## src/rtl/jtaglet_tap_if.sv

```systemverilog
// JTAG pin and user-register bundle for jtaglet_tap.
// master = host/pin side, slave = TAP controller side.
interface jtaglet_tap_if;
    logic        tms;
    logic        tdi;
    logic        tdo;
    logic [31:0] userData_in;
    logic [31:0] userData_out;
    logic [7:0]  userOp;
    logic        userOp_ready;

    modport master (
        output tms, tdi, userData_in,
        input  tdo, userData_out, userOp, userOp_ready
    );

    modport slave (
        input  tms, tdi, userData_in,
        output tdo, userData_out, userOp, userOp_ready
    );
endinterface

```

## src/rtl/jtaglet_tap.sv

```systemverilog
// IEEE 1149.1-style TAP: IDCODE, BYPASS, USERDATA (32b) and USEROP (8b).
// All DRs share one 32-bit shift register; its active length follows the IR.
module jtaglet_tap #(
    parameter int          IR_LEN     = 4,
    parameter logic [3:0]  ID_PARTVER = 4'h1,
    parameter logic [15:0] ID_PARTNUM = 16'h0001,
    parameter logic [10:0] ID_MANF    = 11'h001
) (
    input  logic          tck,
    input  logic          trst,
    jtaglet_tap_if.slave  bus
);
    typedef enum logic [3:0] {
        TLR, RTI,
        SEL_DR, CAP_DR, SH_DR, EX1_DR, PAU_DR, EX2_DR, UPD_DR,
        SEL_IR, CAP_IR, SH_IR, EX1_IR, PAU_IR, EX2_IR, UPD_IR
    } state_e;

    typedef enum logic [1:0] {
        DR_ID, DR_UD, DR_UO, DR_BP
    } dr_sel_e;

    localparam logic [IR_LEN-1:0] IR_IDCODE = IR_LEN'(1);
    localparam logic [IR_LEN-1:0] IR_UDATA  = IR_LEN'(2);
    localparam logic [IR_LEN-1:0] IR_UOP    = IR_LEN'(3);
    localparam logic [31:0] IDCODE =
        {ID_PARTVER, ID_PARTNUM, ID_MANF, 1'b1};

    state_e            state_q, state_d;
    logic [IR_LEN-1:0] ir_q, ir_d;
    logic [IR_LEN-1:0] ir_sh_q, ir_sh_d;
    logic [31:0]       dr_q, dr_d;
    logic [31:0]       ud_q, ud_d;
    logic [7:0]        op_q, op_d;
    logic              rdy_q, rdy_d;
    logic              tdo_q, tdo_d;
    dr_sel_e           sel;

    always_comb begin
        unique case (ir_q)
            IR_IDCODE: sel = DR_ID;
            IR_UDATA:  sel = DR_UD;
            IR_UOP:    sel = DR_UO;
            default:   sel = DR_BP;
        endcase
    end

    always_comb begin
        state_d = state_q;
        unique case (state_q)
            TLR:    state_d = bus.tms ? TLR    : RTI;
            RTI:    state_d = bus.tms ? SEL_DR : RTI;
            SEL_DR: state_d = bus.tms ? SEL_IR : CAP_DR;
            CAP_DR: state_d = bus.tms ? EX1_DR : SH_DR;
            SH_DR:  state_d = bus.tms ? EX1_DR : SH_DR;
            EX1_DR: state_d = bus.tms ? UPD_DR : PAU_DR;
            PAU_DR: state_d = bus.tms ? EX2_DR : PAU_DR;
            EX2_DR: state_d = bus.tms ? UPD_DR : SH_DR;
            UPD_DR: state_d = bus.tms ? SEL_DR : RTI;
            SEL_IR: state_d = bus.tms ? TLR    : CAP_IR;
            CAP_IR: state_d = bus.tms ? EX1_IR : SH_IR;
            SH_IR:  state_d = bus.tms ? EX1_IR : SH_IR;
            EX1_IR: state_d = bus.tms ? UPD_IR : PAU_IR;
            PAU_IR: state_d = bus.tms ? EX2_IR : PAU_IR;
            EX2_IR: state_d = bus.tms ? UPD_IR : SH_IR;
            UPD_IR: state_d = bus.tms ? SEL_DR : RTI;
            default: state_d = TLR;
        endcase
    end

    always_comb begin
        ir_d    = ir_q;
        ir_sh_d = ir_sh_q;
        dr_d    = dr_q;
        ud_d    = ud_q;
        op_d    = op_q;
        rdy_d   = 1'b0;
        unique case (state_q)
            TLR:    ir_d    = IR_IDCODE;
            CAP_IR: ir_sh_d = IR_LEN'(1);
            SH_IR:  ir_sh_d = {bus.tdi, ir_sh_q[IR_LEN-1:1]};
            UPD_IR: ir_d    = ir_sh_q;
            CAP_DR: begin
                unique case (sel)
                    DR_ID:   dr_d = IDCODE;
                    DR_UD:   dr_d = bus.userData_in;
                    DR_UO:   dr_d = {24'b0, op_q};
                    default: dr_d = 32'b0;
                endcase
            end
            SH_DR: begin
                // tdi enters at the MSB of the register's active length
                unique case (sel)
                    DR_UO:   dr_d = {24'b0, bus.tdi, dr_q[7:1]};
                    DR_BP:   dr_d = {31'b0, bus.tdi};
                    default: dr_d = {bus.tdi, dr_q[31:1]};
                endcase
            end
            UPD_DR: begin
                if (sel == DR_UD) ud_d = dr_q;
                if (sel == DR_UO) begin
                    op_d  = dr_q[7:0];
                    rdy_d = 1'b1;
                end
            end
            default: ;
        endcase
    end

    always_comb begin
        tdo_d = 1'b0;
        if (state_q == SH_IR) tdo_d = ir_sh_q[0];
        if (state_q == SH_DR) tdo_d = dr_q[0];
    end

    always_ff @(posedge tck or posedge trst) begin
        if (trst) begin
            state_q <= TLR;
            ir_q    <= IR_IDCODE;
            ir_sh_q <= '0;
            dr_q    <= '0;
            ud_q    <= '0;
            op_q    <= '0;
            rdy_q   <= 1'b0;
        end else begin
            state_q <= state_d;
            ir_q    <= ir_d;
            ir_sh_q <= ir_sh_d;
            dr_q    <= dr_d;
            ud_q    <= ud_d;
            op_q    <= op_d;
            rdy_q   <= rdy_d;
        end
    end

    always_ff @(negedge tck or posedge trst) begin
        if (trst) tdo_q <= 1'b0;
        else      tdo_q <= tdo_d;
    end

    assign bus.tdo          = tdo_q;
    assign bus.userData_out = ud_q;
    assign bus.userOp       = op_q;
    assign bus.userOp_ready = rdy_q;
endmodule

```

## src/flat_wrapper.sv

```systemverilog
// flat-port wrapper written by rule: the top's interface ports become plain ports
module jtaglet_tap_flat 
#(
    parameter int          IR_LEN     = 4,
    parameter logic [3:0]  ID_PARTVER = 4'h1,
    parameter logic [15:0] ID_PARTNUM = 16'h0001,
    parameter logic [10:0] ID_MANF    = 11'h001
)
  (tck, trst, bus_tms, bus_tdi, bus_userData_in, bus_tdo, bus_userData_out, bus_userOp, bus_userOp_ready);
  jtaglet_tap_if bus_i ();
  input  logic tck;
  input  logic trst;
  input wire logic [$bits(bus_i.tms)-1:0] bus_tms;
  input wire logic [$bits(bus_i.tdi)-1:0] bus_tdi;
  input wire logic [$bits(bus_i.userData_in)-1:0] bus_userData_in;
  output wire logic [$bits(bus_i.tdo)-1:0] bus_tdo;
  output wire logic [$bits(bus_i.userData_out)-1:0] bus_userData_out;
  output wire logic [$bits(bus_i.userOp)-1:0] bus_userOp;
  output wire logic [$bits(bus_i.userOp_ready)-1:0] bus_userOp_ready;
  assign bus_i.tms = bus_tms;
  assign bus_i.tdi = bus_tdi;
  assign bus_i.userData_in = bus_userData_in;
  assign bus_tdo = bus_i.tdo;
  assign bus_userData_out = bus_i.userData_out;
  assign bus_userOp = bus_i.userOp;
  assign bus_userOp_ready = bus_i.userOp_ready;
  jtaglet_tap #(.IR_LEN(IR_LEN), .ID_PARTVER(ID_PARTVER), .ID_PARTNUM(ID_PARTNUM), .ID_MANF(ID_MANF)) u_core (.tck(tck), .trst(trst), .bus(bus_i));
endmodule
```

## config.mk

```make
export PLATFORM = sky130hd
export DESIGN_NAME = jtaglet_tap_flat
export DESIGN_NICKNAME = d
export VERILOG_FILES = /design/src/rtl/jtaglet_tap_if.sv /design/src/rtl/jtaglet_tap.sv /design/src/flat_wrapper.sv
export SDC_FILE = /design/constraint.sdc
export NUM_CORES = 1
export LEC_CHECK = 0
export CAP_MARGIN = 20
export CORE_ASPECT_RATIO = 0.7
export CORE_MARGIN = 10
export CORE_UTILIZATION = 52
export CTS_CLUSTER_DIAMETER = 30
export DETAILED_ROUTE_END_ITERATION = 12
export GPL_TIMING_DRIVEN = 0
export HOLD_SLACK_MARGIN = 0.05
export PLACE_DENSITY = 0.8
export RECOVER_POWER = 100
export SYNTH_ARGS = -nofsm -noshare
export SYNTH_HDL_FRONTEND = slang
export SYNTH_SLANG_ARGS = --single-unit
```

## constraint.sdc

```tcl
create_clock -name tck -period 3.6 [get_ports tck]
set_input_delay 0.72 -clock tck [delete_from_list [all_inputs] [get_ports tck]]
set_output_delay 0.72 -clock tck [all_outputs]
set_load 0.02 [all_outputs]
```

# After elaboration in Yosys (flattened, before gate mapping)

Index checks and enable logic that the tools add are counted.

Flip-flop bits (word level): 86
Input port bits: 36
Memory bits (writable): 0
Memories kept: 0
ROM bits: 0
Latch bits: 0

Reductions and logical operators: 10
Magnitude comparators: 0
Bitwise logic cells: 0
$add $sub $neg: 0
Eq/ne operators: 21
Divide/modulo/power cells: 0
Shift operators: 0
Muxes and demuxes: 23
$mul: 0

Operator list:

| operator             | number |
|---|---|
| $pmux W32 S2         | 2 |
| $pmux W32 S3         | 1 |
| $pmux W4 S12         | 1 |
| $eq A4 B4 Y1 const B | 8 |
| $eq A4 B2 Y1 const B | 4 |
| $eq A4 B3 Y1 const B | 4 |
| $mux W4              | 4 |
| $pmux W4 S2          | 2 |
| $eq A4 B1 Y1 const B | 2 |
| $mux W1              | 7 |
| $mux W2              | 3 |
| $mux W3              | 2 |
| $pmux W2 S3          | 1 |
| $reduce_bool A2 Y1   | 3 |
| $eq A2 B2 Y1 const B | 2 |
| $logic_not A4 Y1     | 1 |
| $reduce_and A2 Y1    | 2 |
| $reduce_or A2 Y1     | 2 |
| $reduce_or A3 Y1     | 1 |
| $eq A2 B1 Y1 const B | 1 |
| $logic_not A2 Y1     | 1 |

# Longest topological paths before layout

Gate-level depths: netlist of run 1.

Depth after elaboration: 5
Mapped depth: 7
Depth with buffers taken out: 4

==> flow_summary.json, run 1 <==
{
  "track_usage_pct": 17.2,
  "hold_buffers": 0,
  "ant_nets": 0,
  "wl_per_cell_um": 18.4,
  "io_pins": 78,
  "htree_levels": 3,
  "crit_type": "reg2out",
  "coreArea_um2": 7380,
  "netSwitchingPower_uw": 1450,
  "async_flop_share_pct": 100,
  "drc_errors": 0,
  "synthTopCellsByArea": "dfrtp_1 (53%), mux2_4 (11%), nor2_1 (5.2%)",
  "ys_seq_area_share_pct": 54.1,
  "crit_path_end_kind": "output pin",
  "fp.dieH_um": 93.2,
  "path_cells": "clkdlybuf4s15_1",
  "p_per_area_nw_per_um2": 750,
  "num_rows": 26,
  "synth_cell_type_count": 47,
  "place_ws_ns": 0.109,
  "cpPeakStageDelay_ns": 0.39,
  "vias": 3140,
  "peakVddDrop_mv": 0.317,
  "netlist.area_leader.share_pct": 52.8,
  "min_path_cells": 1,
  "drv_slew": 36,
  "syn_inst": 354,
  "violations": "max-capacitance violations, max-slew violations",
  "start_util_pct": 53.9,
  "die_width_um": 125,
  "p_int_uw": 2310,
  "die-area_um2": 11600,
  "grt_start_max_net_pins": 40,
  "hold_viol_final": 0,
  "critPathBufInv": 1,
  "clkSlewWorstSetupHoldPaths_ns": 0.08,
  "drt_wl_total_mm": 10.1,
  "cts_root_buf": "clkbuf_8",
  "drive_above_1_share_pct": 8.91,
  "slew_headroom_pct": -3.39,
  "comb_power_share_pct": 39.0,
  "max_cap_viol_count": 1,
  "synth_edf_count": 0,
  "cp_data_arrival_time_ns": 2.82,
  "hpwl_mm": 7.30,
  "vias_per_cell": 5.74,
  "area_growth_pct": 26.0,
  "synth_commonest_cells": "dfrtp_1 (84), nor2_1 (55), mux2_4 (30)",
  "cp_top_family": "flip-flops",
  "insertion_delay_ns": 0.36,
  "post_cts_resized": 1,
  "post-synth-top-count-cell": "dfrtp_1",
  "io_buffers": 77,
  "cp_max_fo": 1,
  "rsz0062_at_grt": "no",
  "p_sw_share_pct": 38.6,
  "cts_tree": "done",
  "seq_power_share_pct": 39.6,
  "path_depth": 1,
  "status": "finished, violations left",
  "ys.flop_type": "dfrtp_1",
  "worst_pin_slew_ns": 1.55,
  "cts_setup_buffers": 0,
  "place.gp.congestion": 0.831,
  "power.leakage_uw": 0.00240,
  "yosys.area.top_type": "dfrtp_1",
  "drtIter0Drc": 248,
  "netlist_area_um2": 3980,
  "cp-start-kind": "flip-flop",
  "critPathSlowestCell": "dfrtn_1",
  "first_global_vias": 3180,
  "antenna_found_initial": 0,
  "grt_pass1_wl_mm": 16.6,
  "setup_viol": 0,
  "overflow": 0,
  "synthesis.nets": 390,
  "numCtsBuffers": 9,
  "synth_area_per_cell_um2": 11.2,
  "ctsLongestPathBuffers": 2,
  "fin_nets": 480,
  "clockPowerShare_pct": 21.4,
  "num_antenna_cells": 0,
  "power_uw": 3760,
  "yosysWarnings": 0,
  "numClockSinks": 86,
  "hp-class": "reg2reg",
  "finalWorstSetupSlack_ns": 0.0600,
  "first_pass_iters": 4,
  "cp_data_required_time_ns": 2.88,
  "finalClockSkew_ns": 0.0244,
  "ys_ff_latch": 86,
  "reg2reg_depth": 5
}
[worst paths after layout]
path | slack [ns] | to | start
setup / recovery | 0.06 | bus_tdo | u_core.bus.tdo
hold reg to reg | 0.49 | u_core.bus.userData_out[20] | u_core.bus.userData_out[20]
min in group asynchronous | 0.88 | u_core.bus.userData_out[11] | trst
hold / removal | 0.49 | u_core.bus.userData_out[20] | u_core.bus.userData_out[20]
max in group asynchronous | 0.38 | u_core.bus.tdo | trst
setup reg to reg | 0.20 | u_core.bus.tdo | u_core.state_q[1]
[state kept, by name (all words and copies together) (netlist names)]
register,flops
u_core.ir_q,4
u_core.bus.userOp_ready,1
u_core.ir_sh_q,4
u_core.bus.tdo,1
u_core.bus.userData_out,32
u_core.dr_q,32
u_core.state_q,4
u_core.bus.userOp,8
[final cells by class]
class	instances	area [um^2]
Multi-Input combinational cell	234	1560
Tap cell	98	123
Buffer	28	118
Inverter	6	23.8
Fill cell	577	2370
Timing Repair Buffer	79	803
Sequential cell	86	2150
Clock buffer	11	131
Clock inverter	5	106
[power groups by stage]
stage          clock network (uW)  logic [uW]  registers, uW
2_1_floorplan                   0        1010           1510
3_3_place_gp                    0        1440           1490
6_report                      806        1470           1490
5_1_grt                       865        1640           1530
4_1_cts                       819        1510           1500
3_5_place_dp                    0        1500           1510
[per-stage QoR]
step	util [%]	TNS (ns)	hold slack [ns]	cells	area (um^2)
global route	67.9	0	0.508	547	5010
global placement	66.1	-0.729	0.463	529	4880
finish	67.9	0	0.488	547	5010
CTS	69.8	0	0.510	547	5150
detailed placement	66.6	0	0.492	531	4920
floorplan	-	0	0.450	354	3990
[cell usage in the layout (no fill, tap or decap), types with 5 or more instances in the layout]
cell type,Yosys,final
mux2_1,0,27
o21ai_0,18,18
dlygate4sd3_1,0,43
and3_1,9,9
dfrtp_1,84,84
inv_1,6,5
a221oi_1,23,23
nand2_1,20,20
clkdlybuf4s50_1,0,33
a21oi_1,21,21
clkbuf_1,14,23
nor2_1,55,55
a22oi_1,8,8
clkbuf_8,0,9
mux2_2,10,10
[cell families (layout without fill, tap and decap cells)]
logic type | after synthesis | in the layout | synth area share [%]
multiplexers | 40 | 40 | 14.1
buffers and inverters | 34 | 129 | 4.18
AND/OR/NAND/NOR | 104 | 104 | 12.1
XOR/XNOR | 2 | 2 | 0.440
AO/OA/AOI/OAI | 88 | 88 | 15.1
flip-flops | 86 | 86 | 54.1
[routing by layer]
layer,global-route usage (%),wire [um],vias up
li1,-,-,1467
met2,26.2,4620,124
met5,0,0,-
met3,5.92,738,6
met1,23.0,4650,1543
met4,4.74,70,0
No activity file was read; power rests on OpenSTA's default activity.
==> inputs of run 2 (changes only) <==
DONT_BUFFER_PORTS = 1   (was default)
PLACE_DENSITY = 0.67   (was 0.8)
==> run 2 against run 1 <==
The run now ends clean; die area unchanged; register-to-register slack gained 0.03 ns; total power fell by 9.8%; routed wire length fell by 8.2%; worst setup slack gained 0.17 ns; clock skew is 0.0085 ns lower; critical path depth increased by 4; first-iteration DRC count rose by 27%; cell count shrank 14%; combinational power is 17% lower; sequential power is 5% higher; clock power down 24%; critical endpoint is now u_core.bus.tdo; highest routed layer unchanged.
==> flow_summary.json, run 2 (synthesized netlist as in run 1, its figures left out) <==
{
  "rrSetupSlack_ns": 0.23,
  "insertion_delay_ns": 0.36,
  "finalNonFillerCells": 469,
  "overflow": 0,
  "final_cell_mix": "dfrtp_1 (84), nor2_1 (55), mux2_1 (27)",
  "cts_root_buf": "clkbuf_8",
  "grt_pass1_wl_mm": 15.3,
  "reg2reg_depth": 5,
  "drv_slew": 0,
  "power.leakage_uw": 0.00193,
  "drtIter0Drc": 315,
  "cp_max_fo": 10,
  "cp-start-kind": "flip-flop",
  "htree_levels": 3,
  "drt_wl_total_mm": 9.24,
  "num_rows": 26,
  "track_usage_pct": 16.4,
  "wl_per_cell_um": 19.7,
  "rsz0062_at_grt": "no",
  "layout_commonest_cell": "dfrtp_1",
  "vias_per_cell": 5.97,
  "power_uw": 3390,
  "first_pass_iters": 4,
  "vias": 2799,
  "place.gp.congestion": 0.893,
  "peakVddDrop_mv": 0.409,
  "hpwl_mm": 6.74,
  "fin_nets": 403,
  "coreArea_um2": 7380,
  "slew_headroom_pct": 13.4,
  "worst_pin_slew_ns": 1.29,
  "place_inst": 454,
  "num_antenna_cells": 0,
  "start_util_pct": 53.9,
  "drive_above_1_share_pct": 10.8,
  "cts_tree": "done",
  "setup_viol": 0,
  "die_width_um": 125,
  "finalClockSkew_ns": 0.0159,
  "io_buffers": 0,
  "max_cap_viol_count": 0,
  "setup_tns_ns": 0,
  "p_per_area_nw_per_um2": 812,
  "fp.dieH_um": 93.2,
  "path_cells": "clkbuf_1, nor4b_1, clkbuf_2, nand2_1, o21ai_0",
  "r2r-end": "u_core.bus.tdo",
  "drc_errors": 0,
  "cp_data_arrival_time_ns": 1.93,
  "hold_viol_final": 0,
  "numCtsBuffers": 9,
  "whs_ns": 0.337,
  "clkSlewWorstSetupHoldPaths_ns": 0.08,
  "cp_data_required_time_ns": 2.15,
  "status": "complete, no violations",
  "cpPeakStageDelay_ns": 0.50,
  "ant_nets": 0,
  "first_global_vias": 2733,
  "ctsLongestPathBuffers": 2,
  "hp-class": "in2async",
  "io_pins": 78,
  "crit_type": "reg2reg",
  "antenna_found_initial": 0,
  "grt_start_max_net_pins": 43,
  "crit_path_end_kind": "flip-flop",
  "area_growth_pct": 4.97,
  "die-area_um2": 11600,
  "numClockSinks": 86,
  "critPathSlowestCell": "nor4b_1",
  "r2r-start": "u_core.state_q[1]",
  "hold_buffers": 0
}
## run 2: power by group
part           switching (uW)  total [uW]  internal (uW)  leakage (uW)
clock                     327         610            284     0.0000845
combinational             752        1220            470      0.000721
sequential                298        1560           1260       0.00113
## run 2: worst max-delay path by stage
stage / startpoint / to / slack, ns
floorplan: trst / u_core.bus.tdo / 0.18
detailed placement: u_core.state_q[1] / u_core.bus.tdo / 0.1
finish: u_core.state_q[1] / u_core.bus.tdo / 0.23
CTS: u_core.state_q[1] / u_core.bus.tdo / 0.06
global placement: trst / u_core.bus.tdo / -0.26
global route: u_core.state_q[1] / u_core.bus.tdo / 0.04
## run 2: layer usage
layer,track usage (%),share of wire [%],vias up
met4,4.16,1.3,0
met1,21.2,43,1398
met5,0,0,-
met3,7.90,10,10
met2,24.0,45,78
li1,-,-,1313
## run 2: timing repair
action	4_1_cts	5_1_grt
setup buffers	0	0
gates resized for setup	0	2
endpoints found under the setup margin	0	1
## run 2: worst max-delay path: cells and delay by family, from the launching register on
kind,cells,cell delay (ns)
AND/OR/NAND/NOR,2,0.61
AO/OA/AOI/OAI,1,0.09
flip-flops,1,0.36
buffers and inverters,2,0.51
## run 2: cell type report
| class | count | area, um^2 |
|---|---|---|
| fill | 630 | 3210 |
| multi-input combinational | 234 | 1550 |
| buffer | 28 | 113 |
| clock inverter | 3 | 20.0 |
| timing repair buffer | 2 | 40.0 |
| clock buffer | 12 | 155 |
| inverter | 6 | 23.8 |
| sequential | 86 | 2150 |
| tap | 98 | 123 |
## run 2: through the flow
| step | area (um^2) | util (%) | worst slack, ns |
|---|---|---|---|
| after floorplan | 3990 | - | 0.180 |
| after CTS | 4320 | 58.5 | 0.0650 |
| after detailed placement | 4150 | 56.2 | 0.0986 |
| after global routing | 4180 | 56.6 | 0.0450 |
| after global placement | 4110 | 55.6 | -0.256 |
| final | 4180 | 56.6 | 0.225 |
